<file path="src/rtl/enc_pkg.sv">
`default_nettype none
// ============================================================================
// Module  : enc_pkg
// Brief   : Shared types and round-function helpers for the nibble-cipher
//           round sequencer.
// Revision: 1.0 - initial release
// ============================================================================
package enc_pkg;

    localparam int ROUND_W = 4;

    typedef enum logic [1:0] {
        IDLE = 2'd0,
        RUN  = 2'd1,
        DONE = 2'd2
    } state_t;

    // Bit permutation/duplication of the low nibble into a full byte
    function automatic logic [7:0] expand(input logic [3:0] n);
        return {n[3], n[0], n[1], n[2], n[1], n[3], n[2], n[0]};
    endfunction

    function automatic logic [7:0] round_f(input logic [7:0] n, input logic [7:0] k);
        logic [7:0] x;
        logic [3:0] s;
        x = expand(n[3:0]) ^ k;
        s = x[7:4] + x[3:0] + {3'b000, k[0]};
        return {n[7:4] ^ s, n[3:0]};
    endfunction

endpackage : enc_pkg
`default_nettype wire

</file>
<file path="src/rtl/enc_round.sv">
`default_nettype none
// ============================================================================
// Module  : enc_round
// Brief   : Combinational single round F(n,k) of the nibble cipher.
// Revision: 1.0 - initial release
// ============================================================================
module enc_round
    import enc_pkg::*;
(
    input  logic [7:0] i_data,
    input  logic [7:0] i_key,
    output logic [7:0] o_data
);

    logic [7:0] w_exp;
    logic [7:0] w_x;
    logic [3:0] w_sum0;
    logic [3:0] w_sum1;
    logic [3:0] w_s;

    assign w_exp = expand(i_data[3:0]);
    assign w_x   = w_exp ^ i_key;

    // Carry-select: both carry-in sums precomputed, key bit 0 picks one
    assign w_sum0 = w_x[7:4] + w_x[3:0];
    assign w_sum1 = w_x[7:4] + w_x[3:0] + 4'd1;
    assign w_s    = i_key[0] ? w_sum1 : w_sum0;

    assign o_data = {i_data[7:4] ^ w_s, i_data[3:0]};

endmodule : enc_round
`default_nettype wire

</file>
<file path="src/rtl/enc_round_sequencer.sv">
`default_nettype none
// ============================================================================
// Module  : enc_round_sequencer
// Brief   : Multi-round controller: accepts byte+key, runs ROUNDS rounds at
//           one per clock, presents the result on a valid/ready output.
//           Optional abort input when ENC_SEQ_ABORT_EN is defined.
// Revision: 1.0 - initial release
// ============================================================================
module enc_round_sequencer
    import enc_pkg::*;
#(
    parameter int ROUNDS = 4
) (
    input  logic       clock,
    input  logic       reset,
    input  logic       in_valid,
    output logic       in_ready,
    input  logic [7:0] in_data,
    input  logic [7:0] in_key,
    output logic       out_valid,
    input  logic       out_ready,
    output logic [7:0] out_data,
    output logic       busy,
    output logic [3:0] round_idx
`ifdef ENC_SEQ_ABORT_EN
    ,
    input  logic       abort
`endif
);

    generate
        if (ROUNDS < 1 || ROUNDS > 15) begin : g_rounds_bad
            $error("enc_round_sequencer: ROUNDS must be in 1..15");
        end
    endgenerate

    localparam logic [ROUND_W-1:0] c_last = ROUND_W'(ROUNDS - 1);

    state_t             r_state;
    state_t             w_next;
    logic [7:0]         r_data;
    logic [7:0]         r_key;
    logic [ROUND_W-1:0] r_round;
    logic [7:0]         r_out;
    logic [7:0]         w_f;
    logic               w_last;
    logic               w_abort;

`ifdef ENC_SEQ_ABORT_EN
    assign w_abort = abort;
`else
    assign w_abort = 1'b0;
`endif

    enc_round u_round (
        .i_data (r_data),
        .i_key  (r_key),
        .o_data (w_f)
    );

    assign w_last = (r_round == c_last);

    always_ff @(posedge clock) begin
        if (reset) begin
            r_state <= IDLE;
        end else begin
            r_state <= w_next;
        end
    end

    always_comb begin
        w_next = r_state;
        case (r_state)
            IDLE: begin
                if (in_valid) begin
                    w_next = RUN;
                end
            end
            RUN: begin
                if (w_abort) begin
                    w_next = IDLE;
                end else if (w_last) begin
                    w_next = DONE;
                end
            end
            DONE: begin
                if (w_abort || out_ready) begin
                    w_next = IDLE;
                end
            end
            default: w_next = IDLE;
        endcase
    end

    always_ff @(posedge clock) begin
        if (reset) begin
            r_data  <= 8'h00;
            r_key   <= 8'h00;
            r_round <= '0;
            r_out   <= 8'h00;
        end else begin
            case (r_state)
                IDLE: begin
                    if (in_valid) begin
                        r_data  <= in_data;
                        r_key   <= in_key;
                        r_round <= '0;
                    end
                end
                RUN: begin
                    if (!w_last) begin
                        r_data  <= {w_f[3:0], w_f[7:4]};
                        r_key   <= {r_key[6:0], r_key[7]};
                        r_round <= r_round + 4'd1;
                    end else begin
                        // An aborted final round must not disturb the held result
                        if (!w_abort) begin
                            r_out <= w_f;
                        end
                        r_round <= '0;
                    end
                end
                default: begin
                end
            endcase
        end
    end

    assign in_ready  = (r_state == IDLE);
    assign out_valid = (r_state == DONE);
    assign busy      = (r_state == RUN) || (r_state == DONE);
    assign round_idx = (r_state == RUN) ? r_round : 4'd0;
    assign out_data  = r_out;

endmodule : enc_round_sequencer
`default_nettype wire

</file>
<file path="config.mk">
export PLATFORM = sky130hd
export DESIGN_NAME = enc_round_sequencer
export DESIGN_NICKNAME = d
export VERILOG_FILES = /design/src/rtl/enc_pkg.sv /design/src/rtl/enc_round.sv /design/src/rtl/enc_round_sequencer.sv
export SDC_FILE = /design/constraint.sdc
export NUM_CORES = 1
export LEC_CHECK = 0
export ABC_AREA = 1
export BUFFER_PORTS_ARGS = -buffer_cell sky130_fd_sc_hd__buf_2
export CAP_MARGIN = 20
export CORE_AREA = 2 2 60 62
export CTS_CLUSTER_SIZE = 8
export DETAILED_ROUTE_END_ITERATION = 8
export DIE_AREA = 0 0 62 64
export PLACE_DENSITY = 0.76
export SETUP_SLACK_MARGIN = 0.05
export SLEW_MARGIN = 0
export SYNTH_ARGS = -nofsm -noshare
export SYNTH_HDL_FRONTEND = slang
export SYNTH_SLANG_ARGS = --single-unit
</file>
<file path="constraint.sdc">
create_clock -name clock -period 2.7 [get_ports clock]
set_input_delay 0.405 -clock clock [delete_from_list [all_inputs] [get_ports clock]]
set_output_delay 0.405 -clock clock [all_outputs]
set_load 0.005 [all_outputs]
</file>
=== Yosys cells after proc, flatten, opt, wreduce, memory -nomap -nowiden ===
Index checks and enable logic that the tools add are counted.

* Register bits after elaboration: 30
* Bits in latches: 0
* Memory bits (writable): 0
* Memory bits (read-only): 0
* Bits of input ports: 20
* Output and inout bits: 15
* Memories: 0

* Add/subtract/negate cells: 3
* $mul: 0
* Divide/modulo/power cells: 0
* Order comparisons: 0
* Equality and inequality tests: 7
* Shift-type cells: 0
* Multiplexer cells: 15
* Bitwise operators: 2
* Reductions and logical operators: 7

{| class="wikitable"
|+ Operator list
! kind !! count
|-
| $mux 8 || 4
|-
| $pmux 8 s2 || 2
|-
| $mux 4 || 4
|-
| $add 4x1->4 const B || 2
|-
| $pmux 4 s2 || 1
|-
| $xor 8x8->8 || 1
|-
| $mux 2 || 3
|-
| $ne 2x2->1 const B || 3
|-
| $pmux 2 s3 || 1
|-
| $reduce_and 3->1 || 2
|-
| $add 4x4->4 || 1
|-
| $eq 4x2->1 const B || 1
|-
| $reduce_and 2->1 || 2
|-
| $xor 4x4->4 || 1
|-
| $eq 2x1->1 const B || 1
|-
| $eq 2x2->1 const B || 1
|-
| $logic_not 2->1 || 1
|-
| $ne 2x1->1 const B || 1
|-
| $reduce_bool 2->1 || 1
|-
| $logic_or 1x1->1 || 1
|}

=== Logic depth before layout (Yosys ltp) ===
Gate-level depths: netlist of run 1.

* Depth in word-level cells: 7
* Mapped depth: 15
* Mapped depth without buffers: 14

=== Hierarchy ===
A second synthesis of run 1 with hierarchy kept.

* Cell total of the unflattened synthesis: 290
* Area, all modules: 1906.8 um^2

{| class="wikitable"
|+ By module, submodules not included
! module !! instances !! cells an instance !! area an instance (um^2)
|-
| enc_round_sequencer || 1 || 218 || 1495.2
|-
| enc_round || 1 || 72 || 411.6
|}

=== Least setup slack after synthesis of run 1 ===
No wires, ideal clock.

* Path type: reg-to-reg
* Start point: reg r_key[0]
* End point: reg r_data[1]
* Data arrival time: 2078 ps
* Required time: 2584 ps
* Slack: 506 ps
* Cell stages (with the launch flop): 13
* Path buffers: 1
* Clock period less this slack: 2194 ps
* Cell sequence: dfxtp_1 > buf_2 > xor2_1 > ha_1 > fa_1 > ha_1 > nand2_1 > o21ai_0 > xor2_1 > nand2_1 > nand2_1 > o211ai_1 > inv_1

* Cells in the longest elaborated chain, start to end: 7

{| class="wikitable"
|+ Ends and longest elaborated chain
! what !! line !! source
|-
| from (decl) || enc_round_sequencer.sv:42 || <nowiki>logic [7:0] r_key;</nowiki>
|-
| from (signal assigned) || enc_round_sequencer.sv:106 || <nowiki>r_key <= in_key;</nowiki>
|-
| from (signal assigned) || enc_round_sequencer.sv:113 || <nowiki>r_key <= {r_key[6:0], r_key[7]};</nowiki>
|-
| $xor 8x8->8 || enc_round.sv:22 || <nowiki>assign w_x = w_exp ^ i_key;</nowiki>
|-
| $add 4x4->4 || enc_round.sv:25, enc_round.sv:26 ||
|-
| $add 4x1->4 || enc_round.sv:26 || <nowiki>assign w_sum1 = w_x[7:4] + w_x[3:0] + 4'd1;</nowiki>
|-
| $mux 4 (*) || enc_round.sv:27 || <nowiki>assign w_s = i_key[0] ? w_sum1 : w_sum0;</nowiki>
|-
| $xor 4x4->4 (*) || enc_round.sv:29 || <nowiki>assign o_data = {i_data[7:4] ^ w_s, i_data[3:0]};</nowiki>
|-
| $mux 8 (*) || enc_round_sequencer.sv:111 || <nowiki>if (!w_last) begin</nowiki>
|-
| $pmux 8 s2 (*) || enc_round_sequencer.sv:102 || <nowiki>case (r_state)</nowiki>
|-
| to (signal assigned) || enc_round_sequencer.sv:105 || <nowiki>r_data <= in_data;</nowiki>
|-
| to (signal assigned) || enc_round_sequencer.sv:112 || <nowiki>r_data <= {w_f[3:0], w_f[7:4]};</nowiki>
|-
| to (decl) || enc_round_sequencer.sv:41 || <nowiki>logic [7:0] r_data;</nowiki>
|}

Mark *: on every way between the ends. The rest lies on a longest branch, timed or not. The select of a mux whose other input is x is not followed.
A chain may end at the register's enable or synchronous reset.

=== Worst setup path in the final report of run 1 ===
Ends and elaborated chain as after synthesis.

==> results.txt, run 1 <==
The flow ran to the end, and the final reports show no timing, DRC or antenna violations. Power spread over the standard cell area amounts to 1340 nW/um^2. For the total of hold buffers inserted after clock tree synthesis, the log shows 0. Summed over all layers, the global routing overflow is 0. The library cell used most frequently in the layout, excluding fill and tap cells, is sky130_fd_sc_hd__nand2_1. The critical path is of the flip-flop to flip-flop type.

After detailed routing, the average wire length per cell comes to 11.0 microns. No sink is reached through more buffers than the 2 on the longest clock path. Initial antenna violation count: 0.

The end-of-flow core utilization was 60.8%; the aggregate global-route resource usage was 21.5%. The number of antenna diodes in the final layout is 0. Sequential cells were found to cover 34.8% of the synthesized design area.

Once detail routing completed, the nets flagged for antenna violations numbered 0. The largest fanout on the critical path works out to 8. Setup repair after global routing left no endpoint under its margin.

The floorplan step set the die width to 62 microns. The proportion of layout cells with a drive suffix above 1 works out to 18.0%. The worst path in the final design needs a cycle of 2.30 ns, including I/O delays and setup. The internal power of the cells totals 1.38 mW. The net count of the finished layout is 312.

The placer's final routability congestion estimate is 0.818. The tool flagged a number of max-cap violations equal to 0. The logs give 21 for the number of rows created at floorplan and 2.59 ns for the data arrival time of the critical path. Leaving out fill and tap cells, the most frequent cells in the layout are 77 x sky130_fd_sc_hd__nand2_1, 34 x sky130_fd_sc_hd__buf_2, 30 x sky130_fd_sc_hd__dfxtp_1.

Summed over all nets, the switching power comes to 1.29 mW. Post-synth net total: 279. Yosys attributes the largest share of cell area to sky130_fd_sc_hd__dfxtp_1 35%, sky130_fd_sc_hd__nand2_1 17%, sky130_fd_sc_hd__inv_1 6.3%. The slowest stage of the critical path is the sky130_fd_sc_hd__dfxtp_1 cell.

In this run, synthesis produced a sequential element count of 30. The run gives 0 as the setup violation total in the final timing report. The path class of the tightest hold or removal check is input port to flip-flop.

Relative to the synthesized area, the layout overhead comes to 15.5%. The fraction of synthesized cell area taken by the top area cell type was 34.8%; the DRC violation total after the first TritonRoute iteration was 41. The final instance area was 2000 sq um. The via count of the first global-routing pass was 1511. The clock tree root buffer cell was sky130_fd_sc_hd__clkbuf_4.

At the pin with the least slew margin, the transition time is 0.608 ns. The share of total power dissipated in the clock network is 13.4%. The first global-routing pass estimated 6.42 mm of wire. The kind of end point of the critical path was a flip-flop. The Yosys step of the flow raised 0 warnings. The critical path goes through xor2_1, ha_1, fa_1, ha_1, nand2_1, o21ai_0, xor2_1, nand2_1, nand2_1, o211ai_1, inv_1.

Once placement finished, the instance area stood at 1920 sq um. Input and output buffers added on the ports amount to 34. TritonCTS built the clock tree. STA puts the critical path data required time at 2.99 ns. The number of ports placed on the die boundary was 35. For the number of hold-slack violations in the final timing report, the log shows 0. STA classifies the critical path startpoint as a flip-flop.

In the routed layout, each cell is associated on average with a via count of 4.96. Across the VDD grid, the largest voltage drop is 0.000687 V. For the area inside the core boundary, the log shows 3280 sq um.

In this run, flip-flops and latches consume 27.4% of the power. Post-CTS repair changed the size of 0 cells. The run gives 52.6% as the starting density of the core. The clock transition at the register clock pins on the worst setup and hold paths after CTS was 0.10 ns. After layout, the worst path uses 85.4% of the clock period. Number of max-slew violations in the final report: 0. The post-synthesis area per instance came out at 6.91 sq um. The total leakage power is 1.00 nW, and the total via count in the routed design is 1637. The total buffers and inverters traversed by the critical path works out to 1. Cell repeated most along the worst path: sky130_fd_sc_hd__nand2_1. The pin count of the biggest net entering global routing is 27. Adding up every negative setup slack in the final design gives 0 ns. Cell family contributing the most delay on the critical path: adder cells. The total standard cell area after synthesis came out at 1730 sq um.

The insertion delay of the later-clocked pin in the worst-skew pair was 0.33 ns. Counting every instance in the synthesized netlist gives 250. The worst slew slack as a fraction of its limit is 59.4%. The run gives 3.64 mm as the wire length after detailed routing. The logs give 0 for the number of setup buffers added after CTS and 59.2% for the share of total power in combinational logic. The filler cell count is 326, and the number of iterations in the first detailed-routing pass is 4. The number of library cell types mapped by synthesis was 30; the total clock buffers created by CTS was 5. Across the routed clock network, the largest skew measured is 0.00286 ns.

The switching part of the total power was 48.3%; the top achievable clock speed was 434 MHz. The die is 64 microns tall. For the deepest level of the CTS H-tree, the log shows 2. The biggest area contributor in the post-synthesis netlist is sky130_fd_sc_hd__dfxtp_1. The largest single stage delay on the critical path is 0.48 ns. The count of unresolved DRC violations after routing was 0; the number of clock sinks was 30. Summing internal, switching and leakage power gives 2.67 mW.

For the half-perimeter wire length after placement, the log shows 2.73 mm. Die area: 3970 sq um.
[area by class of cell]
| class | instances | area [sq um] | share of cell area [%] |
|---|---|---|---|
| clock buffer | 5 | 37.5 | 1.88 |
| tap | 46 | 57.6 | 2.88 |
| timing repair buffer | 36 | 185 | 9.28 |
| clock inverter | 3 | 40.0 | 2.01 |
| multi-input combinational | 178 | 950 | 47.6 |
| sequential | 30 | 601 | 30.1 |
| inverter | 32 | 125 | 6.27 |
[worst paths after layout]
path / start / endpoint / slack (ns) / depth (start not counted)
max: r_key[0] / r_data[1] / 0.40 / 11
min: reset / out_data[3] / 0.30 / 2
max reg2reg: r_key[0] / r_data[1] / 0.40 / 11
min reg2reg: out_data[0] / out_data[0] / 0.47 / 2
[Yosys cell counts (all sizes together)]
cell / number
a21oi: 18
a31oi: 11
buf: 4
clkbuf: 6
clkinv: 1
dfxtp: 30
fa: 1
ha: 8
inv: 31
nand2: 79
nand3: 8
nand4: 1
nor2: 11
nor3: 1
nor4: 1
o211ai: 2
o21a: 2
o21ai: 22
or2: 1
xnor2: 3
xor2: 9
[registers in the layout, summed over array words and instances, names as in the netlist]
signal    count
out_data      8
r_key         8
r_data        8
r_state       2
r_round       4
[power by group through the flow]
stage | registers [mW] | logic [mW] | clock network, mW
detailed placement | 0.742 | 1.59 | 0
global route | 0.754 | 1.85 | 0.386
floorplan | 0.684 | 1.35 | 0
finish | 0.732 | 1.58 | 0.357
CTS | 0.732 | 1.60 | 0.359
global placement | 0.737 | 1.55 | 0
[logic make-up after synthesis]
group | Yosys count | synth area share [%]
AO/OA/AOI/OAI | 55 | 18.0
buffers and inverters | 42 | 10.3
XOR/XNOR | 12 | 6.08
AND/OR/NAND/NOR | 102 | 24.0
adder cells (fa/ha/maj) | 9 | 6.95
flip-flops | 30 | 34.8
[metal layers]
| metal | share of wire (%) | track usage, % | vias to the layer above |
|---|---|---|---|
| met3 | 3.4 | 6.07 | 5 |
| met1 | 49 | 28.9 | 731 |
| met2 | 46 | 32.6 | 31 |
| li1 | - | - | 870 |
| met5 | 0 | 0 | - |
| met4 | 1.5 | 7.45 | 0 |
[through the flow]
step	setup slack [ns]	hold WS, ns	cells
after global routing	0.181	0.298	330
after floorplan	0.506	0.445	250
after detailed placement	0.421	0.454	322
after global placement	0.466	0.452	322
after CTS	0.392	0.294	330
final	0.395	0.302	330
No activity file was read; power rests on OpenSTA's default activity.
==> inputs of run 2 (changes only) <==
- clock period: 2.7 -> 2.8 ns (I/O delays scaled with it)
==> run 2 against run 1 <==
Compared with the run above: worst hold slack worse by 0.00060 ns; count of clock-buffer cells in the layout up 1; utilization down 0.65 points; first-iteration DRC count up 85%; critical path type unchanged; critical endpoint unchanged; largest cell class unchanged.
==> results.txt, run 2 (synthesis gave the netlist of run 1 again) <==
The run finished with clean final reports. The library cells used most frequently in the layout, excluding fill and tap cells, are 77 x sky130_fd_sc_hd__nand2_1, 34 x sky130_fd_sc_hd__buf_2, 30 x sky130_fd_sc_hd__dfxtp_1. The wire length of the first global-routing pass was 6.35 mm (-0.98%); the die area was 3970 sq um (unchanged). The worst reg-to-reg path cell count works out to 11 (unchanged). The clock transition at the register clock pins on the worst setup and hold paths after CTS works out to 0.10 ns (about the same).

The run gives 1910 sq um (-0.39%) as the post-placement cell area. In this run the worst hold path is classified as input port to flip-flop. The die outline height is 64 microns (unchanged), and the average wire per cell in the routed design is 11.4 microns (+3.4%).

The worst setup path is of the flip-flop to flip-flop kind. The half-perimeter wire length after placement came out at 2.72 mm (-0.33%). For the number of iterations in the first detailed-routing pass, the log shows 4 (unchanged).

The worst slack at placement was 0.496 ns (+0.0753 ns); the part of the total power dissipated in sequential elements was 28.0% (+0.6 points). DRC violation total after the first TritonRoute iteration: 76 (+85%). The clock period minus final worst setup slack works out to 2.34 ns (+0.0393 ns). The tools report the maximum number of buffers from clock root to sink as 2 (unchanged). The number of cells upsized or downsized after cts is 0 (unchanged). The number of instances on the worst hold path was 2 (unchanged); the count of unresolved DRC violations after routing was 0 (unchanged). The number of maximum-capacitance violations came out at 0 (unchanged). Cell family contributing the most delay on the critical path: adder cells.

The total leakage power was 0.988 nW (-1.6%); the number of nets with antenna violations after routing was 0 (unchanged). The number of buffers added on ports was 34 (unchanged). On the critical path, the stage with the largest delay is an instance of sky130_fd_sc_hd__dfxtp_1.

Wire length after detailed routing: 3.75 mm (+3.1%). The net switching power of the design was 1.27 mW (-1.6%). The run gives 0 (unchanged) as the initial antenna violation count. Area inside the core boundary: 3280 sq um (unchanged).

The worst slew slack as a fraction of its limit was 58.8% (-0.63 points); the least setup slack across all paths after layout was 0.456 ns (+0.0607 ns). The total congestion overflow after global routing is 0 (unchanged). The critical path goes through xor2_1, ha_1, fa_1, ha_1, nand2_1, o21ai_0, xor2_1, nand2_1, nand2_1, o211ai_1, inv_1. The filler cell count is 322 (-1.2%), and the via count of the first global-routing pass is 1491 (-1.3%).

Relative to the synthesized area, the layout overhead comes to 14.3%. The tools report the final instance area as 1970 sq um (-1.1%). The switching part of the total power is 50.1% (+1.8 points). The endpoint identified for the worst register-to-register timing path is r_data[1]. The transition at the pin with the smallest max-transition slack is 0.618 ns (+0.00937 ns), and the starting density of the core is 52.6% (unchanged). The tools report the aggregate global-route resource usage as 21.4% (-0.13 points). The logs give 311 (-0.32%) for the final net count and 0 (unchanged) for the total of hold buffers inserted after clock tree synthesis. Power density of the placed cells: 1280 nW/um^2 (-4.1%).

The worst endpoint required time is 3.09 ns (+0.10 ns). The run gives 11.2% (-2.2 points) as the portion of total power attributed to the clock network. The share of total power in combinational logic is 60.9% (+1.7 points), and the largest incremental delay on the critical path is 0.50 ns (+0.02 ns).

For the data arrival time of the critical path, the log shows 2.64 ns (+0.05 ns). The tools report the clock tree root buffer cell as sky130_fd_sc_hd__clkbuf_4. The tools report the overall power consumption as 2.53 mW (-5.1%). The pin count of the biggest net entering global routing was 27 (unchanged); the number of ports placed on the die boundary was 35 (unchanged). For the flop-to-flop setup slack, the log shows 0.46 ns (+0.06 ns). The kind of end point of the critical path is a flip-flop. The cell repeated most along the worst path was sky130_fd_sc_hd__nand2_1.

The number of clock sinks was 30 (unchanged). The final setup TNS is 0 ns (unchanged). For the final clock skew, the log shows 0.00805 ns (+0.00519 ns). The total buffers and inverters traversed by the critical path was 1 (unchanged); the total via count in the routed design was 1641 (+0.24%).

The final worst-path cycle share came out at 83.7% (-1.6 points). Setup repair after global routing left no endpoint under its margin. STA classifies the critical path startpoint as a flip-flop.

The worst register-to-register path begins at r_key[0]. The x dimension of the die was 62 microns (unchanged). For the setup violation total in the final timing report, the log shows 0 (unchanged). The largest fanout on the critical path was 8 (unchanged); the insertion delay of the later-clocked pin in the worst-skew pair was 0.34 ns (about the same).

The antenna cell count was 0 (unchanged); the ratio of routed vias to standard cells was 4.99 (+0.55%). The tools report the endpoint of the worst hold path as r_round[1]. Leaving out fill and tap cells, the most frequent cell in the layout is sky130_fd_sc_hd__nand2_1.

For the placer's final routability congestion estimate, the log shows 0.814 (-0.39%). TritonCTS built the clock tree. The logs give 1.26 mW (-8.4%) for the internal power consumption and 21 (unchanged) for the number of rows created at floorplan.

The startpoint of the worst hold path is reset. For the number of setup buffers added after CTS, the log shows 0 (unchanged). For the number of hold-slack violations in the final timing report, the log shows 0 (unchanged). The proportion of layout cells with a drive suffix above 1 was 17.7% (-0.29 points).

The total clock buffers created by CTS was 5 (unchanged); the deepest level of the CTS H-tree was 2 (unchanged). The largest vdd supply drop was 0.000618 V (-10%). The run gives 0 (unchanged) as the number of max-slew violations in the final report. The top achievable clock speed was 427 MHz (-1.7%).
run 2: power groups by stage:
stage,combinational (mW),clock (mW),sequential (mW)
final,1.54,0.283,0.709
after global routing,1.78,0.300,0.729
after CTS,1.55,0.284,0.707
after detailed placement,1.53,0,0.717
after global placement,1.49,0,0.711
after floorplan,1.30,0,0.660
run 2: worst max path at each step:
stage,startpoint,end,slack (ns),cells past startpoint
2_1_floorplan,r_key[0],r_data[1],0.61,12
3_3_place_gp,r_key[0],r_data[1],0.56,11
3_5_place_dp,r_key[0],r_data[1],0.50,11
4_1_cts,r_key[0],r_data[1],0.46,11
5_1_grt,r_key[0],r_data[1],0.30,11
6_report,r_key[0],r_data[1],0.46,11
run 2: area by class of cell:
class	count	area, sq um	share of cell area, %
clock inverter	2	12.5	0.634
multi-input combinational	178	950	48.1
inverter	32	125	6.34
sequential	30	601	30.4
tap	46	57.6	2.92
timing repair buffer	35	178	9.00
clock buffer	6	51.3	2.60
run 2: worst reg2reg max path: cells and delay by family, from the launching register on:
family,cells,cell delay [ns]
and+or+nand+nor,3,0.20
adders and majority gates,3,0.97
AOI/OAI and AO/OA,2,0.16
buffers and inverters,1,0.08
DFF,1,0.50
xor gates and xnor gates,2,0.39
run 2: stage by stage:
stage,std cells,utilization [%],hold WS [ns]
2_1_floorplan,250,-,0.445
3_3_place_gp,321,58.2,0.452
3_5_place_dp,321,58.2,0.457
4_1_cts,329,60.1,0.297
5_1_grt,329,60.1,0.313
6_report,329,60.1,0.301
run 2: layer usage:
layer  vias up  wire (microns)  GRT usage (%)  part of all wire [%]
met5         -               0              0                     0
met4         0              51           7.18                   1.4
met3         5             187           5.47                   5.0
met2        37            1750           34.4                    46
met1       733            1770           27.2                    47
li1        866               -              -                     -
